`config.mk`:
```
export PLATFORM = sky130hd
export DESIGN_NAME = photon_gate_counter
export DESIGN_NICKNAME = d
export VERILOG_FILES = /design/src/rtl/photon_cnt_pkg.sv /design/src/rtl/photon_edge_sync.sv /design/src/rtl/photon_gate_counter.sv
export SDC_FILE = /design/constraint.sdc
export NUM_CORES = 1
export LEC_CHECK = 0
export ABC_AREA = 1
export BUFFER_PORTS_ARGS = -buffer_cell sky130_fd_sc_hd__buf_4
export CORE_ASPECT_RATIO = 0.6
export CORE_UTILIZATION = 38
export CTS_CLUSTER_SIZE = 28
export DETAILED_ROUTE_END_ITERATION = 6
export PLACE_DENSITY = 0.61
export SYNTH_ARGS = -nofsm -noshare
export SYNTH_HDL_FRONTEND = slang
export SYNTH_SLANG_ARGS = --single-unit
```
`constraint.sdc`:
```
create_clock -name clk50Mhz -period 2.1 [get_ports clk50Mhz]
set_input_delay 0.105 -clock clk50Mhz [delete_from_list [all_inputs] [get_ports clk50Mhz]]
set_output_delay 0.105 -clock clk50Mhz [all_outputs]
set_load 0.02 [all_outputs]
```
`src/rtl/photon_cnt_pkg.sv`:
```
// Shared types and helpers for the gated photon counter.
// Provides the state encoding, the default sizes and a saturating increment.
package photon_cnt_pkg;

    localparam int DEF_WIDTH    = 16;
    localparam int DEF_CHANNELS = 2;
    localparam int DEF_GATE_W   = 24;

    localparam logic [1:0] S_IDLE  = 2'd0;
    localparam logic [1:0] S_COUNT = 2'd1;
    localparam logic [1:0] S_HOLD  = 2'd2;

    typedef enum logic [1:0] {
        IDLE  = S_IDLE,
        COUNT = S_COUNT,
        HOLD  = S_HOLD
    } state_t;

    // Holds at maxv instead of wrapping; callers keep widths <= 32 bits.
    function automatic logic [31:0] sat_inc(input logic [31:0] v, input logic [31:0] maxv);
        return (v >= maxv) ? maxv : v + 32'd1;
    endfunction

endpackage

```
`src/rtl/photon_edge_sync.sv`:
```
// Synchroniser chain plus rising-edge detector for one asynchronous pulse line.
// rise_o is high for one cycle, SYNC_STAGES cycles after the new level is first sampled.
module photon_edge_sync #(
    parameter int SYNC_STAGES = 2
) (
    input  logic clk_i,
    input  logic rst_i,
    input  logic sig_i,
    output logic rise_o
);

    logic [SYNC_STAGES-1:0] sync_q;
    logic                   last_q;

    always_ff @(posedge clk_i) begin
        if (rst_i) begin
            sync_q <= '0;
            last_q <= 1'b0;
        end else begin
            sync_q <= {sync_q[SYNC_STAGES-2:0], sig_i};
            last_q <= sync_q[SYNC_STAGES-1];
        end
    end

    assign rise_o = sync_q[SYNC_STAGES-1] & ~last_q;

endmodule

```
`src/rtl/photon_gate_counter.sv`:
```
// Multi-channel gated photon counter; results held until taken with valid/ready (start ignored while held).
// PHOTON_CNT_CONTINUOUS_EN: back-to-back gates with no dead time, overrun flags an unread overwrite.
module photon_gate_counter
    import photon_cnt_pkg::*;
#(
    parameter int WIDTH       = DEF_WIDTH,
    parameter int CHANNELS    = DEF_CHANNELS,
    parameter int GATE_W      = DEF_GATE_W,
    parameter int SYNC_STAGES = 2
) (
    input  logic                      clk50Mhz,
    input  logic                      rst,
    input  logic [CHANNELS-1:0]       sig,
    input  logic                      start,
    input  logic                      abort,
    input  logic [GATE_W-1:0]         gate_cycles,
    output logic                      busy,
    output logic [CHANNELS*WIDTH-1:0] cnt,
    output logic [CHANNELS-1:0]       sat,
    output logic                      valid,
    input  logic                      ready,
    output logic                      overrun
);

    localparam logic [WIDTH-1:0] MAXV = '1;

    state_t                           state_q;
    logic [GATE_W-1:0]                timer_q;
    logic [CHANNELS-1:0][WIDTH-1:0]   run_q;
    logic [CHANNELS-1:0][WIDTH-1:0]   run_d;
    logic [CHANNELS-1:0][WIDTH-1:0]   cnt_q;
    logic [CHANNELS-1:0]              sat_q;
    logic [CHANNELS-1:0]              sat_d;
    logic                             valid_q;
    logic [CHANNELS-1:0]              rise;
    logic                             handshake;

    for (genvar k = 0; k < CHANNELS; k++) begin : g_sync
        photon_edge_sync #(.SYNC_STAGES(SYNC_STAGES)) u_sync (
            .clk_i  (clk50Mhz),
            .rst_i  (rst),
            .sig_i  (sig[k]),
            .rise_o (rise[k])
        );
    end

    // Running counts including this cycle's edges, so the last gate cycle is latched in full.
    always_comb begin
        run_d = run_q;
        sat_d = '0;
        for (int k = 0; k < CHANNELS; k++) begin
            if (rise[k]) begin
                run_d[k] = WIDTH'(sat_inc(32'(run_q[k]), 32'(MAXV)));
            end
            sat_d[k] = (run_d[k] == MAXV);
        end
    end

    assign handshake = valid_q && ready;

`ifdef PHOTON_CNT_CONTINUOUS_EN
    logic overrun_q;
    assign overrun = overrun_q;
`else
    assign overrun = 1'b0;
`endif

    always_ff @(posedge clk50Mhz) begin
        if (rst) begin
            state_q <= IDLE;
            timer_q <= '0;
            run_q   <= '0;
            cnt_q   <= '0;
            sat_q   <= '0;
            valid_q <= 1'b0;
`ifdef PHOTON_CNT_CONTINUOUS_EN
            overrun_q <= 1'b0;
`endif
        end else begin
            if (handshake) begin
                valid_q <= 1'b0;
            end
            if (abort) begin
                state_q <= IDLE;
            end else begin
                case (state_q)
                    IDLE: begin
                        if (start && gate_cycles != '0) begin
                            state_q <= COUNT;
                            timer_q <= gate_cycles;
                            run_q   <= '0;
`ifdef PHOTON_CNT_CONTINUOUS_EN
                            overrun_q <= 1'b0;
`endif
                        end
                    end
                    COUNT: begin
                        run_q   <= run_d;
                        timer_q <= timer_q - GATE_W'(1);
                        if (timer_q == GATE_W'(1)) begin
                            cnt_q   <= run_d;
                            sat_q   <= sat_d;
                            valid_q <= 1'b1;
`ifdef PHOTON_CNT_CONTINUOUS_EN
                            if (valid_q && !ready) begin
                                overrun_q <= 1'b1;
                            end
                            run_q   <= '0;
                            timer_q <= gate_cycles;
                            if (gate_cycles == '0) begin
                                state_q <= IDLE;
                            end
`else
                            state_q <= HOLD;
`endif
                        end
                    end
                    HOLD: begin
                        if (handshake) begin
                            state_q <= IDLE;
                        end
                    end
                    default: state_q <= IDLE;
                endcase
            end
        end
    end

    assign busy  = (state_q == COUNT);
    assign cnt   = cnt_q;
    assign sat   = sat_q;
    assign valid = valid_q;

endmodule

```
Word-level counts from Yosys, hierarchy flattened --
Cells that the tools add are included.
Word-level totals: flip-flop bits (word level) 99, logic and storage cells 55
Operators by class: add/sub/neg operators 3, $lt $le $gt $ge 2, eq/ne operators 8, mux-type cells 16, bitwise operators 5, reduce and logical (&&, ||, !) cells 9
Operators by type and width (count):
- two-way mux 16 bit | 4
- one-hot mux 32 bit (2 select lines) | 1
- one-hot mux 24 bit (2 select lines) | 1
- adder 16 x 1 -> 16 bit (second input constant) | 2
- equality test 16 bit (second input constant) | 2
- greater-or-equal comparator 16 bit (second input constant) | 2
- two-way mux 32 bit | 1
- equality test 24 x 1 -> 1 bit (second input constant) | 1
- two-way mux 24 bit | 1
- nonzero test 24 bit | 1
- subtractor 24 x 1 -> 24 bit (second input constant) | 1
- AND reduction 3 bit | 3
- two-way mux 2 bit | 3
- one-hot mux 2 bit (3 select lines) | 1
- two-way mux 1 bit | 4
- inequality test 2 bit (second input constant) | 2
- NOT 1 bit | 3
- bitwise AND 1 bit | 2
- equality test 2 x 1 -> 1 bit (second input constant) | 1
- equality test 2 bit (second input constant) | 1
- logical AND 1 bit | 2
- zero test 2 bit | 1
- inequality test 2 x 1 -> 1 bit (second input constant) | 1
- nonzero test 2 bit | 1
- OR reduction 2 bit | 1

Logic depth before layout (Yosys ltp) --
Gate-level depths: netlist of run 1.
word-level depth 5, mapped depth 13

Hierarchy --
Synthesis of run 1 repeated with hierarchy kept, for this count alone.
Unflattened totals: cells, all modules 881, area, all modules 5561.6 µm²
By module, submodules not included:
- photon_gate_counter | times used 1, cells each 861, area each 5388.9 µm²
- photon_edge_sync | times used 2, cells each 10, area each 86.3 µm²

Least setup slack after synthesis of run 1 --
OpenSTA, ideal clock, no wires.
path type flip-flop to flip-flop, start register run_q[16] (netlist bit), end register sat_q[1], in the netlist sat[1], library setup time 0.070 ns, arrival 1.538 ns, required time 2.030 ns, path slack 0.492 ns, cell stages (with the launch flop) 11, buffers on the path 1, clock period less this slack 1.608 ns, path through dfxtp_1 > ha_1 > nand3_2 > nor2_4 > nand4_4 > buf_6 > nand2_2 > nand3_1 > nor2_1 > nand3_1 > a21oi_1
Between the ends: word-level cells in the longest chain between the ends 4, elaborated cells between the ends (all ways) 5, classes of those cells 1 x add/sub; 1 x order compare; 1 x eq/ne; 2 x mux
Ends and longest elaborated chain:
- start, declared | RTL line photon_gate_counter.sv:29 | logic [CHANNELS-1:0][WIDTH-1:0] run_q;
- start signal, assigned | RTL line photon_gate_counter.sv:98 | run_q <= run_d;
- adder 16 x 1 -> 16 bit or greater-or-equal comparator 16 bit (tied branches) | RTL line photon_cnt_pkg.sv:21 | return (v >= maxv) ? maxv : v + 32'd1;
- two-way mux 16 bit | RTL line photon_cnt_pkg.sv:21
- two-way mux 16 bit * | RTL line photon_gate_counter.sv:52 | if (rise[k]) begin
- equality test 16 bit * | RTL line photon_gate_counter.sv:55 | sat_d[k] = (run_d[k] == MAXV);
- end signal, assigned | RTL line photon_gate_counter.sv:102 | sat_q <= sat_d;
- end, declared | RTL line photon_gate_counter.sv:32 | logic [CHANNELS-1:0] sat_q;
Mark *: on every way between the ends. The rest lies on a longest branch, timed or not. A chain may end at the register's enable or synchronous reset.

Worst setup path in the final report of run 1 --
Ends and elaborated chain as after synthesis.

==> flow_summary.toml, run 1 <==
[placed_design]
gp_congestion = 0.9011
io_buffers = 66
place_hpwl_um = 11580
dp.cells = 1112

[logic_synthesis]
ys_warn_count = 0
syn_area_mm2 = 0.005574
avgSynthCellArea_um2 = 6.466
netlist_instances = 862
synthDistinctLibCells = 40
synth_xor_area_share_pct = 2.043
synth-seq-cells = 99
synthAdderAreaFrac_pct = 0.8979
synthSimpleGateAreaFrac_pct = 36.52
syn_nets = 897
synth_top_family_by_area = "simple AND/OR/NAND/NOR gates"
synth-compound-area-share_pct = 16.84
synthMuxAreaShare_pct = 0
synth_seq_area_share_pct = 35.56

[die]
num_rows = 33
ios = 68
start_util_pct = 39.82
core_mm2 = 0.01400
fp.dieH_um = 95.82
dieWidth_um = 158.4
dieArea_mm2 = 0.01517

[critical_path]
endpoint_kind = "register"
crit_top_cell = "nand3_1"
path_class = "register to register"
crit_chain = "ha_1 > nand3_2 > nor2_4 > nand4_2 > nand2_1 > nand3_1 > nor2_1 > nand3_1 > a21oi_1"
cp_max_fo = 8
cpPeakStageDelay_ps = 400
required_ps = 2380
slowest_stage = "dfxtp_1"
critPathLaunchType = "register"
worstPathArrival_ps = 2240

[pwr]
p_per_area_mw_per_mm2 = 621.3
peakVddDrop_v = 0.0003549
leakagePower_uw = 0.002787

[clocking]
htreeDepth = 3
clockRootBuffer = "clkbuf_16"
clk_pin_slew_worst_paths_ps = 70
clkLatencyLatePin_ps = 350
post_cts_buffers = 0
cts_tree = "done"
clk_path_buf_depth = 2
cts_resized = 0
numCtsBuffers = 9
cts_sinks = 99

[sta]
setup_violations = 0
period_needed_ps = 1959
rsz0062_at_grt = "false"
fin_worst_skew_ps = 8.692
fmax_mhz = 510.5
tightest_slew_ps = 718.0
finalMaxSlewViolations = 0
fin_crit_sh_pct = 93.27
maxSlewHeadroom_pct = 52.08
setup_tns_ps = 0
hold_viol_final = 0

[global_routing]
overflow = 0
grt.total_usage_pct = 22.58
grt_pass1_vias = 5016
grt_max_degree = 54
antenna_found_initial = 0
grt_pass1_wl_um = 26410

[detailed_routing]
vias = 5673
routed.top_layer = "met4"
detail-route-antenna-nets = 0
wl_met2_um = 5803
wl_met3_um = 1113
drt-met1-wl_um = 9150
drtIter0Drc = 501
via_per_inst = 5.016
wl_per_cell_um = 14.30
drt_drc_violations_left = 0
totalWireLength_um = 16170
drtPass1Iterations = 5

[cells_and_area]
final_common_cell = "nand2_1"
diodes = 0
drive_above_1_share_pct = 15.55
area_delta_synth_final_pct = 20.43
fin_nets = 970
finalCoreUtilization_pct = 47.96
final_cell_mix = "nand2_1, nor2_1, dfxtp_1, buf_4, a21oi_1"
final_cells = 1131

[outcome]
status = "finished, final reports clean"

[job]
drv_cap = 0

[worst_hold_path]
hp-class = "input port to register"
==> cell type report <==
class / instances / area [um2]
sequential: 99 / 1982
fill: 1421 / 7284
tap: 192 / 240.2
clock inverter: 5 / 55.05
timing repair buffer: 96 / 763.2
multi-input combinational: 658 / 3177
clock buffer: 10 / 229.0
inverter: 71 / 266.5
==> power breakdown <==
| part | switching, uW | total (uW) | internal, uW |
|---|---|---|---|
| registers | 43.6 | 1970 | 1920 |
| clock network | 737 | 1650 | 914 |
| logic | 352 | 553 | 201 |
| total | 1130 | 4170 | 3040 |
==> per-stage QoR <==
step | power, uW | setup WS (ps) | hold WS, ps | area (um2)
4_1_cts | 4197 | 108.8 | 33.80 | 6688
3_5_place_dp | 2548 | 126.2 | 317.5 | 6384
3_3_place_gp | 2553 | 152.6 | 324.8 | 6384
5_1_grt | 4355 | 1.711 | 52.49 | 6713
2_1_floorplan | 2357 | 491.8 | 212.0 | 5574
6_report | 4170 | 141.3 | 45.18 | 6713
==> flip-flops by register name, summed over array words and instances (netlist names) <==
name and flops:
timer_q 24, sat 2, state_q 2, cnt 32, run_q 32, valid 1
g_sync.u_sync.sync_q 4, g_sync.u_sync.last_q 2
==> synthesized netlist by cell type (all sizes together) <==
| cell | n | area [um2] |
|---|---|---|
| o211ai | 1 | 7.510 |
| nor3 | 8 | 40.04 |
| a21oi | 72 | 364.1 |
| nand3 | 50 | 265.3 |
| ha | 4 | 50.05 |
| dfxtp | 99 | 1982 |
| o21ai | 71 | 355.3 |
| nor4 | 1 | 6.260 |
| a21boi | 6 | 45.05 |
| nor2 | 139 | 604.3 |
| o21bai | 4 | 30.03 |
| nand3b | 7 | 52.55 |
| o21a | 1 | 7.510 |
| o31ai | 1 | 7.510 |
| a31oi | 17 | 106.4 |
| inv | 68 | 255.2 |
| conb | 1 | 3.750 |
| or2 | 3 | 18.78 |
| a211oi | 2 | 15.01 |
| clkbuf | 18 | 67.56 |
| xnor2 | 7 | 61.31 |
| xor2 | 6 | 52.55 |
| clkinv | 3 | 11.26 |
| nand2 | 240 | 918.4 |
| nand4 | 15 | 130.1 |
| buf | 18 | 116.4 |
==> cell families (layout without fill, tap and decap cells) <==
family          count (synthesis)  in the layout
compound gates                175            175
xor+xnor                       13             13
fa+ha+maj                       4              4
buf+inv                       107            182
flops                          99             99
other cells                     1              1
simple gates                  463            465
==> routing by layer <==
layer	track usage, %	vias up
met5	0	-
met4	4.087	0
met3	4.187	10
met2	29.09	190
met1	37.08	2507
li1	-	2966
==> critical path: cells and delay by family (launching register included) <==
| family | cells | cell delay, ps |
|---|---|---|
| adder cells (fa/ha/maj) | 1 | 230 |
| AND/OR/NAND/NOR | 7 | 1150 |
| AO/OA/AOI/OAI | 1 | 120 |
| flip-flops | 1 | 400 |
==> worst paths after layout <==
kind | endpoint | depth (start not counted) | from | slack (ps)
worst max-delay path | sat[1] | 9 | run_q[16] | 140
worst min-delay path | state_q[0] | 3 | abort | 50
worst max register to register | sat[1] | 9 | run_q[16] | 140
worst min register to register | g_sync[1].u_sync.sync_q[1] | 2 | g_sync[1].u_sync.sync_q[0] | 400
==> timing repair <==
item	in CTS	in global routing
hold endpoints to repair	2	0
setup endpoints to repair	0	2
hold buffers	2	0
(Power assumes the default switching activity.)
==> run 2: changes to the inputs <==
- ABC_AREA: 1 -> 0
==> run 2 against run 1 <==
- cell count decreased by 11%
- fmax shrank 1.3%
- routed wire length is 0.36% higher
- critical path type unchanged
- largest power group unchanged
- flip-flop and latch count unchanged
- critical endpoint is now timer_q[21]
- global-route usage is 0.23 points higher
- power increased by 2.2%
- worst hold slack lost 13 ps
- first-iteration DRC count down 8.6%
==> flow_summary.toml, run 2 <==
[pwr]
p_comb_share_pct = 12.6
p_per_area_mw_per_mm2 = 618.7
seq_power_share_pct = 45.9
p_sw_share_pct = 24.66
p_switching_uw = 1051
leakagePower_uw = 0.002602
peakVddDrop_v = 0.0004211
intPower_uw = 3210
finalPower_uw = 4261
pwr-share-clk_pct = 41.5

[logic_synthesis]
synth_top_family_by_area = "simple AND/OR/NAND/NOR gates"
synth-seq-cells = 99
syn_nets = 765
synth_edf_count = 0
ys_warn_count = 0
synthAdderAreaFrac_pct = 0.9103
synth_seq_area_share_pct = 36.05
synthMuxAreaShare_pct = 1.684
yosysMostFrequentCell = "dfxtp_1"
synth_area_leader_cell = "dfxtp_1"
synthDistinctLibCells = 66
synthSimpleGateAreaFrac_pct = 32.20
async_flop_share_pct = 0
synth_top_area_share_pct = 36.05
avgSynthCellArea_um2 = 7.531
netlist_instances = 730
ys.flop_type = "dfxtp_1"
synth_area_leaders = "dfxtp_1, a21oi_1, nand2_1, nor2_1, o21ai_0"
syn_area_mm2 = 0.005498
synth_xor_area_share_pct = 2.708
synth_common_cells = "dfxtp_1, nand2_1, nor2_1, a21oi_1, o21ai_0"
synth-compound-area-share_pct = 21.96

[critical_path]
timing.critical_path.buf_inv = 0
cpPeakStageDelay_ps = 600
critPathLaunchType = "register"
critPathTopFamily = "simple AND/OR/NAND/NOR gates"
crit_chain = "or4_4 > nor3_2 > nand4_1 > o41a_1 > o21ai_1 > a21oi_1"
required_ps = 2330
worstPathArrival_ps = 2220
slowest_stage = "or4_4"
endpoint_kind = "register"
path_class = "register to register"
cp_max_fo = 7

[die]
dieWidth_um = 157.3
dieArea_mm2 = 0.01497
core_mm2 = 0.01387
fp.dieH_um = 95.17
num_rows = 33
ios = 68
start_util_pct = 39.63

[detailed_routing]
drtIter0Drc = 458
vias = 5628
wl_per_cell_um = 16.05
drtPass1Iterations = 5
via_per_inst = 5.567
drt_drc_violations_left = 0
detail-route-antenna-nets = 0
totalWireLength_um = 16230

[sta]
fin_crit_sh_pct = 94.50
period_needed_ps = 1985
setup_violations = 0
fmax_mhz = 503.9
hold_viol_final = 0
maxSlewHeadroom_pct = 60.71
tightest_slew_ps = 589.4
finalMaxSlewViolations = 0
fin_worst_skew_ps = 7.194

[outcome]
status = "finished, final reports clean"

[cells_and_area]
final_common_cell = "buf_4"
area_delta_synth_final_pct = 25.26
final_cell_mix = "buf_4, dfxtp_1, nand2_1, nor2_1, a21oi_1"
fin_area_mm2 = 0.006887
diodes = 0
fin_nets = 850
drive_above_1_share_pct = 20.63

[placed_design]
placed_cell_area_mm2 = 0.006455
gp_congestion = 0.9252
place_hpwl_um = 11780
io_buffers = 66

[global_routing]
grt.total_usage_pct = 22.81
grt_busiest_layer = "met2"
use_met1_pct = 33.58
grt_use_met2_pct = 33.81
grt_max_degree = 50
grt_pass1_vias = 5300
antenna_found_initial = 0
overflow = 0
use_met3_pct = 4.409
grt_pass1_wl_um = 26950

[clocking]
clockRootBuffer = "clkbuf_16"
clk_pin_slew_worst_paths_ps = 70
numCtsBuffers = 9
cts_tree = "done"
cts_sinks = 99
clk_path_buf_depth = 2
clkLatencyLatePin_ps = 350
htreeDepth = 3

[job]
drv_cap = 0

[worst_hold_path]
hp-class = "input port to register"
run 2: changes by cell type after synthesis, sizes merged, moves of 7 or more:
cell and change:
a22oi +14, and3 +7, nand3 -31, inv -59, nand2 -148, nor3 +28, a31oi -9, nor2 -48
clkbuf +12, nor2b +12, mux2i +7, nor4 +20, nand2b +10
run 2: logic make-up after synthesis:
logic type	count (synthesis)
and+or+nand+nor	337
other	1
DFF	99
AOI/OAI and AO/OA	206
buffers and inverters	57
adders and majority gates	4
muxes	9
xor gates and xnor gates	17
run 2: layout make-up:
| type | instances | area (um2) |
|---|---|---|
| Timing Repair Buffer | 122 | 973.4 |
| Fill cell | 1379 | 6987 |
| Sequential cell | 99 | 1987 |
| Clock buffer | 13 | 250.2 |
| Clock inverter | 2 | 60.06 |
| Multi-Input combinational cell | 574 | 3342 |
| Tap cell | 192 | 240.2 |
| Inverter | 9 | 33.78 |
run 2: tightest hold or removal path, cell delays in order:
cell	delay [ps]
buf_4	80
nand2b_1	90
a21oi_1	50
run 2: timing repair:
item,CTS,global route
setup buffers,0,3
hold endpoints to repair,3,0
hold buffers,3,0
endpoints found under the setup margin,0,28
resized for setup,0,17
run 2: per-layer routing:
layer | share of wire, % | routed length [um]
met1 | 51 | 8305
met2 | 42 | 6767
met3 | 6.2 | 1003
met4 | 0.93 | 151
met5 | 0 | 0
run 2: through the flow:
stage               TNS [ps]  worst slack [ps]  instances  util [%]  hold WS [ps]
floorplan                  0             122.3        730         -         184.3
global placement           0             69.22        990     46.53         322.4
detailed placement         0             39.66        990     46.53         320.7
CTS                        0             33.07       1008     48.98         30.50
global route          -5.560            -5.560       1011     49.64         41.51
finish                     0             115.5       1011     49.64         32.63
run 2: path summary, 6_finish.rpt:
kind	startpoint	to	slack, ps	depth (start not counted)
hold reg to reg	g_sync[0].u_sync.sync_q[0]	g_sync[0].u_sync.sync_q[1]	450	1
hold / removal	ready	valid	30	3
setup / recovery	timer_q[5]	timer_q[21]	120	6
setup reg to reg	timer_q[5]	timer_q[21]	120	6
run 2: power by group through the flow:
stage	logic, uW	clock network [uW]	registers [uW]
6_report	538	1770	1960
3_3_place_gp	501	0	1990
4_1_cts	511	1800	1950
3_5_place_dp	505	0	1990
2_1_floorplan	305	0	1980
5_1_grt	591	1870	1960
==> run 3: changes to the inputs <==
- REMOVE_ABC_BUFFERS: not set -> 1
==> run 3 against run 2 <==
- global-route usage increased by 0.83 points
- clock skew is 0.81 ps higher
- flip-flop and latch count did not move
- count of clock-buffer cells in the layout decreased by 2
- critical path depth grew 1
- via count grew 2.3%
- worst hold slack better by 20 ps
- core utilization grew 0.17 points
- power decreased by 3.4%
- clock power is 10% lower
- largest power group unchanged
==> flow_summary.toml, run 3 (synthesized netlist as in run 2, its figures left out) <==
[outcome]
status = "finished, final reports clean"

[cells_and_area]
drive_above_1_share_pct = 21.86
finalCoreUtilization_pct = 49.81
final_cells = 1020
fin_nets = 858
final_common_cell = "buf_4"
fillers = 1372
final_cell_mix = "buf_4, dfxtp_1, nand2_1, nor2_1, a21oi_1"
area_delta_synth_final_pct = 25.69
diodes = 0

[critical_path]
required_ps = 2380
worstPathArrival_ps = 2320
critPathLaunchType = "register"
endpoint_kind = "register"
ff2ff_path_depth = 7
path_class = "register to register"
crit_chain = "nor4_2 > and4_1 > buf_4 > and3_1 > buf_12 > o21ai_0 > a31oi_1"
reg2reg_slack_ps = 60
cpPeakStageDelay_ps = 420
slowest_stage = "nor4_2"
cp_max_fo = 28
worstReg2RegStart = "timer_q[9]"
r2r-end = "cnt[19]"

[sta]
fin_worst_skew_ps = 8.003
period_needed_ps = 2044
fin_crit_sh_pct = 97.36
tightest_slew_ps = 639.4
fmax_mhz = 489.1
hold_slack_ps = 53.00
maxSlewHeadroom_pct = 57.37
finalMaxSlewViolations = 0
hold_viol_final = 0
setup_violations = 0

[clocking]
clk_path_buf_depth = 2
cts_tree = "done"
clkLatencyLatePin_ps = 350
htreeDepth = 3
cts_sinks = 99
clk_pin_slew_worst_paths_ps = 70
clockRootBuffer = "clkbuf_16"
numCtsBuffers = 9

[global_routing]
overflow = 0
antenna_found_initial = 0
grt_max_degree = 47
grt_pass1_vias = 5379
grt.total_usage_pct = 23.64
grt_pass1_wl_um = 27480

[pwr]
leakagePower_uw = 0.002587
peakVddDrop_v = 0.0003719
p_per_area_mw_per_mm2 = 595.3

[die]
start_util_pct = 39.63
dieArea_mm2 = 0.01497
core_mm2 = 0.01387
ios = 68
fp.dieH_um = 95.17
dieWidth_um = 157.3
num_rows = 33

[worst_hold_path]
hp-class = "input port to register"
hold_end = "valid"
hp-start = "ready"
holdPathStages = 3

[detailed_routing]
drtIter0Drc = 390
via_per_inst = 5.644
detail-route-antenna-nets = 0
wl_per_cell_um = 16.81
drtPass1Iterations = 5
vias = 5757
drt_drc_violations_left = 0
totalWireLength_um = 17150

[placed_design]
place_hpwl_um = 12410
gp_congestion = 0.9038
io_buffers = 66
dp.cells = 998

[job]
drv_cap = 0
## run 3: where the power goes
group,internal [uW],switching [uW]
clock,839,754
combinational,232,336
sequential,1910,43.0
## run 3: final cells by class
cell class                 instances  area [um2]  share of cell area [%]
inverter                           9       33.78                  0.4889
clock inverter                     5       38.79                  0.5613
multi-input combinational        574        3351                   48.49
clock buffer                      11       242.7                   3.513
tap                              192       240.2                   3.476
sequential                        99        1983                   28.70
timing repair buffer             130        1021                   14.77
## run 3: repair_timing
item	CTS	global route
hold buffers	3	0
endpoints found under the hold margin	3	0
gates resized for setup	0	18
setup buffers	0	3
setup endpoints to repair	0	22
## run 3: per-layer routing
metal  up-vias  global-route usage, %  share of wire [%]
met5         -                      0                  0
met4         0                  6.392                1.0
met3        19                  6.500                8.2
met2       244                  34.77                 42
met1      2687                  33.59                 49
li1       2807                      -                  -
## run 3: worst max-delay path by stage
stage	cells past startpoint	startpoint	to	slack, ps
2_1_floorplan	6	state_q[0]	sat[1]	-1430
3_3_place_gp	7	run_q[16]	sat[1]	120
3_5_place_dp	8	timer_q[1]	timer_q[18]	50
4_1_cts	8	timer_q[1]	timer_q[18]	20
5_1_grt	8	timer_q[1]	timer_q[18]	-20
6_report	7	timer_q[9]	cnt[19]	60
## run 3: metrics by stage
| step | total power [uW] | area [um2] | worst slack (ps) | TNS [ps] |
|---|---|---|---|---|
| 4_1_cts | 4092 | 6814 | 23.71 | 0 |
| 5_1_grt | 4291 | 6910 | -16.24 | -16.24 |
| 3_5_place_dp | 2514 | 6502 | 48.12 | 0 |
| 6_report | 4114 | 6910 | 55.50 | 0 |
| 2_1_floorplan | 2250 | 5289 | -1431 | -69380 |
| 3_3_place_gp | 2505 | 6502 | 115.2 | 0 |
## run 3: critical path, delay by kind of cell, from the launching register on
kind | cells | cell delay [ps]
compound gates | 2 | 260
buf+inv | 2 | 370
flops | 1 | 340
simple gates | 3 | 970
